==> src/rtl/dma_burst_engine.sv <==
// rtl/dma_burst_engine.sv - CI-programmed burst DMA between local SRAM and the shared bus
// Splits a block into bursts and tracks residual count, error, done and abort.
module dma_burst_engine #(
  parameter logic [7:0] CUSTOM_ID  = 8'h00,
  parameter int         MEM_ADDR_W = 9,
  parameter int         BLOCK_W    = 10,
  parameter int         BURST_W    = 8
) (
  input  logic                  clock,
  input  logic                  reset,
  input  logic                  ci_start,
  input  logic [7:0]            ci_n,
  input  logic [31:0]           value_a,
  input  logic [31:0]           value_b,
  output logic                  ci_done,
  output logic [31:0]           ci_result,
  output logic                  request_bus,
  input  logic                  bus_granted,
  output logic                  begin_transaction_out,
  output logic [31:0]           address_data_out,
  output logic [3:0]            byte_enables_out,
  output logic [7:0]            burst_size_out,
  output logic                  read_n_write_out,
  output logic                  data_valid_out,
  output logic                  end_transaction_out,
  input  logic [31:0]           address_data_in,
  input  logic                  data_valid_in,
  input  logic                  end_transaction_in,
  input  logic                  busy_in,
  input  logic                  error_in,
  output logic [MEM_ADDR_W-1:0] mem_addr,
  output logic [31:0]           mem_wdata,
  output logic                  mem_we,
  input  logic [31:0]           mem_rdata
);
  localparam int CW = (BURST_W >= BLOCK_W) ? BURST_W + 1 : BLOCK_W + 1;

  localparam logic [2:0] S_IDLE  = 3'd0;
  localparam logic [2:0] S_REQ   = 3'd1;
  localparam logic [2:0] S_BEGIN = 3'd2;
  localparam logic [2:0] S_XFER  = 3'd3;
  localparam logic [2:0] S_END   = 3'd4;

  logic [2:0]            state_q, state_d;
  logic [31:0]           bus_start_q, bus_start_d;
  logic [MEM_ADDR_W-1:0] mem_start_q, mem_start_d;
  logic [BLOCK_W-1:0]    block_q, block_d;
  logic [BLOCK_W-1:0]    remaining_q, remaining_d;
  logic [BLOCK_W-1:0]    words_q, words_d;
  logic [BURST_W-1:0]    burst_q, burst_d;
  logic [CW-1:0]         beats_q, beats_d;
  logic                  dir_q, dir_d;
  logic                  done_q, done_d;
  logic                  error_q, error_d;
  logic                  abort_q, abort_d;
  logic                  ci_done_q, ci_done_d;
  logic [31:0]           ci_result_q, ci_result_d;

  logic                  access;
  logic                  wr;
  logic [2:0]            sel;
  logic                  busy;
  logic [CW-1:0]         len;
  logic                  beat;
  logic                  last;
  logic                  burst_over;
  logic [BLOCK_W-1:0]    rem_after;
  logic [MEM_ADDR_W-1:0] mem_ptr;
  logic [31:0]           bus_ptr;
  logic                  unused_ok;

  assign access     = ci_start && (ci_n == CUSTOM_ID);
  assign wr         = value_a[9];
  assign sel        = value_a[12:10];
  assign busy       = (state_q != S_IDLE);
  assign len        = ((CW'(burst_q) + CW'(1)) < CW'(remaining_q)) ? CW'(burst_q) + CW'(1)
                                                                   : CW'(remaining_q);
  // A dir=1 beat is a cycle the slave does not stall; dir=0 beats come from the slave.
  assign beat       = (state_q == S_XFER) && !error_in && (dir_q ? !busy_in : data_valid_in);
  assign last       = (beats_q == CW'(1));
  assign burst_over = (beat && last) || end_transaction_in;
  assign rem_after  = beat ? remaining_q - BLOCK_W'(1) : remaining_q;
  assign mem_ptr    = mem_start_q + MEM_ADDR_W'(words_q);
  assign bus_ptr    = bus_start_q + (32'(words_q) << 2);
  assign unused_ok  = ^{value_a[31:13], value_a[8:0]};

  assign ci_done    = ci_done_q;
  assign ci_result  = ci_result_q;

  always_comb begin
    request_bus           = 1'b0;
    begin_transaction_out = 1'b0;
    address_data_out      = 32'd0;
    byte_enables_out      = 4'h0;
    burst_size_out        = 8'd0;
    read_n_write_out      = 1'b0;
    data_valid_out        = 1'b0;
    end_transaction_out   = 1'b0;
    mem_addr              = '0;
    mem_wdata             = 32'd0;
    mem_we                = 1'b0;
    case (state_q)
      S_REQ: request_bus = 1'b1;
      S_BEGIN: begin
        request_bus           = 1'b1;
        begin_transaction_out = 1'b1;
        address_data_out      = bus_ptr;
        byte_enables_out      = 4'hF;
        burst_size_out        = 8'(len - CW'(1));
        read_n_write_out      = ~dir_q;
        if (dir_q) mem_addr = mem_ptr;
      end
      S_XFER: begin
        request_bus = 1'b1;
        if (dir_q) begin
          data_valid_out   = 1'b1;
          address_data_out = mem_rdata;
          // Prefetch the following word when this beat is taken so stalls never bubble.
          mem_addr         = beat ? mem_ptr + MEM_ADDR_W'(1) : mem_ptr;
        end else if (beat) begin
          mem_we    = 1'b1;
          mem_addr  = mem_ptr;
          mem_wdata = address_data_in;
        end
      end
      S_END: begin
        request_bus         = 1'b1;
        end_transaction_out = dir_q;
      end
      default: ;
    endcase
  end

  always_comb begin
    state_d     = state_q;
    bus_start_d = bus_start_q;
    mem_start_d = mem_start_q;
    block_d     = block_q;
    remaining_d = remaining_q;
    words_d     = words_q;
    burst_d     = burst_q;
    beats_d     = beats_q;
    dir_d       = dir_q;
    done_d      = done_q;
    error_d     = error_q;
    abort_d     = abort_q;
    ci_done_d   = access;
    ci_result_d = 32'd0;

    if (access) begin
      if (wr) begin
        case (sel)
          3'd1: if (!busy) bus_start_d = {value_b[31:2], 2'b00};
          3'd2: if (!busy) mem_start_d = value_b[MEM_ADDR_W-1:0];
          3'd3: if (!busy) block_d = value_b[BLOCK_W-1:0];
          3'd4: if (!busy) burst_d = value_b[BURST_W-1:0];
          3'd5: begin
            if (!busy && value_b[0]) begin
              dir_d       = value_b[1];
              error_d     = 1'b0;
              words_d     = '0;
              remaining_d = block_q;
              done_d      = (block_q == '0);
              if (block_q != '0) state_d = S_REQ;
            end else if (busy && value_b[2]) begin
              abort_d = 1'b1;
            end
          end
          default: ;
        endcase
      end else begin
        case (sel)
          3'd1: ci_result_d = bus_start_q;
          3'd2: ci_result_d = 32'(mem_start_q);
          3'd3: ci_result_d = 32'(block_q);
          3'd4: ci_result_d = 32'(burst_q);
          3'd5: ci_result_d = {16'(remaining_q), 13'd0, done_q, error_q, busy};
          default: ;
        endcase
      end
    end

    case (state_q)
      S_IDLE: abort_d = 1'b0;
      S_REQ: begin
        if (abort_q) begin
          abort_d = 1'b0;
          state_d = S_IDLE;
        end else if (bus_granted) begin
          state_d = S_BEGIN;
        end
      end
      S_BEGIN: begin
        if (error_in) begin
          error_d = 1'b1;
          abort_d = 1'b0;
          state_d = S_IDLE;
        end else begin
          beats_d = len;
          state_d = S_XFER;
        end
      end
      S_XFER: begin
        if (error_in) begin
          error_d = 1'b1;
          abort_d = 1'b0;
          state_d = S_IDLE;
        end else begin
          if (beat) begin
            words_d     = words_q + BLOCK_W'(1);
            remaining_d = rem_after;
            beats_d     = beats_q - CW'(1);
          end
          if (dir_q && beat && (last || abort_q)) begin
            state_d = S_END;
          end else if ((dir_q && end_transaction_in) || (!dir_q && (burst_over || abort_q))) begin
            abort_d = 1'b0;
            done_d  = !abort_q && (rem_after == '0);
            state_d = (abort_q || rem_after == '0) ? S_IDLE : S_REQ;
          end
        end
      end
      S_END: begin
        abort_d = 1'b0;
        done_d  = !abort_q && (remaining_q == '0);
        state_d = (abort_q || remaining_q == '0) ? S_IDLE : S_REQ;
      end
      default: state_d = S_IDLE;
    endcase
  end

  always_ff @(posedge clock) begin
    if (reset) begin
      state_q     <= S_IDLE;
      bus_start_q <= '0;
      mem_start_q <= '0;
      block_q     <= '0;
      remaining_q <= '0;
      words_q     <= '0;
      burst_q     <= '0;
      beats_q     <= '0;
      dir_q       <= 1'b0;
      done_q      <= 1'b0;
      error_q     <= 1'b0;
      abort_q     <= 1'b0;
      ci_done_q   <= 1'b0;
      ci_result_q <= '0;
    end else begin
      state_q     <= state_d;
      bus_start_q <= bus_start_d;
      mem_start_q <= mem_start_d;
      block_q     <= block_d;
      remaining_q <= remaining_d;
      words_q     <= words_d;
      burst_q     <= burst_d;
      beats_q     <= beats_d;
      dir_q       <= dir_d;
      done_q      <= done_d;
      error_q     <= error_d;
      abort_q     <= abort_d;
      ci_done_q   <= ci_done_d;
      ci_result_q <= ci_result_d;
    end
  end

endmodule

==> config.mk <==
export PLATFORM = sky130hd
export DESIGN_NAME = dma_burst_engine
export DESIGN_NICKNAME = d
export VERILOG_FILES = /design/src/rtl/dma_burst_engine.sv
export SDC_FILE = /design/constraint.sdc
export NUM_CORES = 1
export LEC_CHECK = 0
export CAP_MARGIN = 20
export CORE_ASPECT_RATIO = 1.4
export CORE_MARGIN = 2
export CORE_UTILIZATION = 43
export CTS_CLUSTER_DIAMETER = 200
export DETAILED_ROUTE_END_ITERATION = 8
export GPL_TIMING_DRIVEN = 0
export HOLD_SLACK_MARGIN = 0.08
export PLACE_DENSITY = 0.86
export SYNTH_ARGS = -nofsm -noshare
export SYNTH_HDL_FRONTEND = slang
export SYNTH_SLANG_ARGS = --single-unit
==> constraint.sdc <==
create_clock -name clock -period 3.6 [get_ports clock]
set_input_delay 0.36 -clock clock [delete_from_list [all_inputs] [get_ports clock]]
set_output_delay 0.36 -clock clock [all_outputs]
set_load 0.01 [all_outputs]
; ---- After elaboration in Yosys (flattened, before gate mapping)
; Cells that the tools add are included.
[classes]
n_addsub = 8
magnitude_cmp = 1
n_eq_ne = 13
mux = 82
bitwise = 3
n_reduce_logical = 41
[op_table]
columns = operator, count
row1 = 10-bit two-way mux, 16
row2 = 32-bit case mux with 5 select lines, 1
row3 = 32-bit two-way mux, 4
row4 = 32-bit case mux with 2 select lines, 1
row5 = 9-bit two-way mux, 4
row6 = 1-bit two-way mux, 35
row7 = 11-bit two-way mux, 3
row8 = 32-bit by 12-bit adder with 32-bit output, 1
row9 = 10-bit zero test, 3
row10 = 3-bit two-way mux, 10
row11 = 4-bit AND reduction, 6
row12 = 11-bit case mux with 2 select lines, 1
row13 = 9-bit case mux with 2 select lines, 1
row14 = 3-bit case mux with 5 select lines, 1
row15 = 3-bit by 2-bit equality test with 1-bit output (second input constant), 4
row16 = 1-bit logical AND, 12
row17 = 11-bit by 1-bit equality test with 1-bit output (second input constant), 1
row18 = 11-bit by 10-bit < comparator with 1-bit output, 1
row19 = 11-bit by 1-bit subtractor with 11-bit output (second input constant), 1
row20 = 10-bit by 1-bit adder with 10-bit output (second input constant), 1
row21 = 10-bit nonzero test, 1
row22 = 10-bit by 1-bit subtractor with 10-bit output (second input constant), 1
row23 = 8-bit by 1-bit adder with 9-bit output (second input constant), 1
row24 = 9-bit by 1-bit adder with 9-bit output (second input constant), 1
row25 = other kinds (20), 37
[totals]
ff_bits = 128
out_inout_bits = 124
elab_cells = 162

; ---- Logic depth before layout (Yosys ltp)
[depth]
depth_word = 12
mapped_depth = 17
mapped_depth_nobuf = 15

; ---- Least setup slack after synthesis
; Ideal clock, no wire load.
[synth_timing]
path_type = register to output
startpoint = register burst_q[2]
endpoint = output burst_size_out[6]
arrival_ns = 3.143
path_slack_ns = 0.097
path_stages_with_launch = 17
cell_sequence = dfxtp_1 -> clkbuf_1 -> nand3_1 -> xor2_1 -> inv_1 -> ha_1 -> or3_1 -> o22a_1 -> a221o_1 -> buf_6 -> mux2i_1 -> inv_1 -> ha_1 -> o21ai_0 -> mux2i_1 -> and2_1 -> o21a_1
[synth_between]
elab_chain_cells = 5
[synth_rtl]
columns = element, line_no
row1 = start: declaration, 50  ; logic [BURST_W-1:0] burst_q, burst_d;
row2 = start signal: assignment, 255  ; burst_q <= burst_d;
row3 = 8-bit by 1-bit adder with 9-bit output *, 76  ; assign len = ((CW'(burst_q) + CW'(1)) < CW'(remaining_q)) ? CW'(burst_q) + CW'(1)
row4 = 11-bit by 10-bit < comparator with 1-bit output, 76
row5 = 10-bit two-way mux *, 76
row6 = 8-bit by 1-bit subtractor with 8-bit output *, 109  ; burst_size_out = 8'(len - CW'(1));
row7 = 8-bit two-way mux *, 102  ; case (state_q)
row8 = end: declaration, 22  ; output logic [7:0] burst_size_out,
; Every way passes the cells marked *; elsewhere a longest branch is shown, timed or not.

; ---- Worst setup path after layout
[layout_timing]
startpoint = register burst_q[1]
endpoint = output burst_size_out[6]
; Same word-level chain as after synthesis.

==> impl_metrics.json <==
{
  "outcome": "finished, violations left",
  "violations": "negative setup slack",
  "max_stage_delay_ns": 0.34,
  "routed_wl_mm": 36.4,
  "synthAdderAreaFrac": 0.0541,
  "r2r-end": "beats_q[3]",
  "drv_cap": 0,
  "drt_iter0_markers": 1235,
  "clockRootBuffer": "clkbuf_16",
  "ys_seq_area_frac": 0.298,
  "core_area_um2": 19800,
  "crit_chain": "buf_6 > ha_4 > nand4_1 > xnor2_2 > ha_1 > a21oi_2 > o22ai_1 > a221o_1 > buf_6 > mux2i_4 > inv_2 > ha_4 > o21ai_1 > mux2i_2 > and2_1 > o21a_1 > buf_2",
  "ys.flop_type": "dfxtp_1",
  "synthMuxAreaShare": 0.0680,
  "crit_path_start_kind": "register",
  "crit_required_ns": 3.24,
  "grt_pass1_wl_mm": 53.5,
  "drt-pass1-iter-count": 6,
  "post-route-util": 0.650,
  "worst_pin_slew_ns": 0.849,
  "cp_slowest_cell": "dfxtp_2",
  "cp-endpoint": "burst_size_out[6]",
  "hold_path.class": "input pin to register",
  "design_area_um2": 12800,
  "start_util": 0.436,
  "rows": 61,
  "diodes": 0,
  "vias_per_cell": 6.12,
  "seq_area_um2": 2590,
  "ff2ff_path_depth": 23,
  "synth_top_area_share": 0.298,
  "startpoint": "burst_q[1]",
  "period_needed_ns": 4.14,
  "boundaryPins": 268,
  "numPortBuffers": 238,
  "syn_area_um2": 8610,
  "cts_num_sinks": 128,
  "ant_nets": 0,
  "numCtsBuffers": 17,
  "cts-htree-levels": 4,
  "drive_gt1_frac": 0.165,
  "hold_viol": 0,
  "synthArstFlopShare": 0,
  "synth_seq_cells": 128,
  "yosysMostFrequentCell": "nand2_1",
  "dr_total_vias": 10400,
  "multi_input_area_um2": 5960,
  "gr-usage-all-layers": 0.328,
  "area_growth_pct": 49.1,
  "syn_nets": 1305,
  "grt_pass1_vias": 9857,
  "timing.fmax_mhz": 242,
  "synth_compound_area_frac": 0.194,
  "drcViolationCount": 0,
  "slew-limit-headroom": 0.430,
  "die-area_um2": 21200,
  "syn_inst": 1125,
  "synth_xor_area_frac": 0.0458,
  "rsz0062_at_grt": "true",
  "netlist_top_cells_count": "nand2_1 (161), dfxtp_1 (128), a21oi_1 (98), nor2_1 (96), clkbuf_1 (50)",
  "yosys.area_share.simple": 0.287,
  "cts_tree": "built",
  "yosys_warnings": 0,
  "path_buf_inv": 4,
  "final-setup-viol-count": 7,
  "r2r_setup_slack_ns": 0.19,
  "period_share": 1.15,
  "hpwl_mm": 25.0,
  "synth_top_family_by_area": "simple AND/OR/NAND/NOR gates",
  "ir_drop_mv": 0.316,
  "path_depth": 17,
  "crit_arrival_ns": 3.78,
  "slew_viol_final": 0,
  "fillers": 1531,
  "r2r-start": "burst_q[0]",
  "wl_per_cell_um": 21.3,
  "clk_pin_slew_ns": 0.07,
  "fin_hold_ws_ns": 0.334,
  "synth_edf_count": 0,
  "pre_cts_slack_ns": -1.10,
  "clock_path_buffers": 2,
  "end_kind": "output pin",
  "die_w_um": 124,
  "synth.distinct_cells": 80,
  "gp_congestion": 0.976,
  "final_nets": 1619,
  "grt-ovfl-total": 0,
  "placed_cell_area_um2": 11300,
  "setup_ws_ns": -0.540,
  "clock_skew_ns": 0.00900,
  "syn_avg_cell_area_um2": 7.65,
  "cp_top_family": "compound AO/OA/AOI/OAI gates",
  "grt_max_degree": 17,
  "yosys-top-cells-area": "dfxtp_1 (30%), nand2_1 (7.0%), a21oi_1 (5.7%)",
  "clock_latency_ns": 0.44,
  "leakage_uw": 0.00515,
  "antenna_found_initial": 1,
  "path_class": "register to output pin",
  "power.density_nw_per_um2": 258,
  "die_y_um": 171,
  "synth_top_area_cell": "dfxtp_1",
  "worstPathMaxFanout": 5
}
-- where the power goes --
part	switching (µW)	leakage [µW]	internal, µW
logic	87.9	0.00385	126
clock network	777	0.000268	914
registers	0.120	0.00104	1410
-- cell families (layout without fill, tap and decap cells) --
kind of cell / count (synthesis) / count (layout)
muxes: 57 / 57
buffers and inverters: 107 / 434
adders and majority gates: 36 / 36
AOI/OAI and AO/OA: 260 / 260
DFF: 128 / 128
and+or+nand+nor: 492 / 492
xor gates and xnor gates: 45 / 45
-- what timing repair did --
item | 4_1_cts | 5_1_grt
pin swaps | 19 | 20
hold endpoints to repair | 0 | 0
cloned | 0 | 1
hold buffers | 0 | 0
endpoints found under the setup margin | 34 | 40
buffers inserted | 57 | 11
resized for setup | 125 | 52
-- cell type report --
| class | instances | area share |
|---|---|---|
| Buffer | 73 | 0.0319 |
| Sequential cell | 128 | 0.202 |
| Tap cell | 252 | 0.0246 |
| Multi-Input combinational cell | 890 | 0.464 |
| Clock inverter | 15 | 0.0112 |
| Inverter | 27 | 0.00809 |
| Timing Repair Buffer | 302 | 0.225 |
| Clock buffer | 17 | 0.0331 |
-- metrics by stage --
stage,total power (µW),setup TNS (ns),cells
after CTS,3290,-0.903,1697
after global placement,1650,-4.44,1615
after floorplan,1490,0,1125
final,3320,-2.43,1704
after global routing,3370,-3.08,1704
after detailed placement,1650,-4.93,1615
-- cells in the final DEF (no fill, tap or decap), drive strengths merged, types with 11 or more instances in the layout --
| master | n |
|---|---|
| a21oi | 98 |
| a22oi | 17 |
| a31oi | 12 |
| and2 | 46 |
| and3 | 19 |
| buf | 98 |
| clkbuf | 65 |
| clkdlybuf4s50 | 219 |
| dfxtp | 128 |
| ha | 34 |
| inv | 36 |
| mux2 | 12 |
| mux2i | 45 |
| nand2 | 161 |
| nand3 | 36 |
| nand4 | 12 |
| nor2 | 98 |
| nor3 | 42 |
| nor4 | 11 |
| o211ai | 11 |
| o21ai | 42 |
| or3 | 11 |
| xnor2 | 25 |
| xor2 | 20 |
-- per-layer routing --
metal	vias up	part of all wire	GRT usage
li1	4644	-	-
met1	4743	0.34	0.362
met2	792	0.47	0.537
met3	252	0.094	0.0656
met4	0	0.095	0.272
met5	-	0	0
-- registers in the layout (all words and copies together) (netlist names) --
signal,count
ci_done,1
words_q,10
beats_q,11
mem_start_q,9
remaining_q,10
state_q,3
ci_result,32
bus_start_q,30
error_q,1
burst_q,8
block_q,10
done_q,1
abort_q,1
dir_q,1
-- tightest hold or removal path: stages --
cell and delay (ns):
buf_2 0.17, nand2b_1 0.11, nor3_1 0.07
-- worst min-delay path by stage --
stage / start / to / slack (ns) / depth (start not counted)
after floorplan: bus_start_q[10] / bus_start_q[10] / 0.44 / 2
after global placement: bus_start_q[11] / bus_start_q[11] / 0.46 / 2
after detailed placement: bus_start_q[11] / bus_start_q[11] / 0.47 / 2
after CTS: value_a[10] / ci_result[9] / 0.32 / 3
after global routing: value_a[10] / ci_result[9] / 0.36 / 3
final: value_a[10] / ci_result[9] / 0.33 / 3
Note: power is estimated with default switching activity, not from simulation.
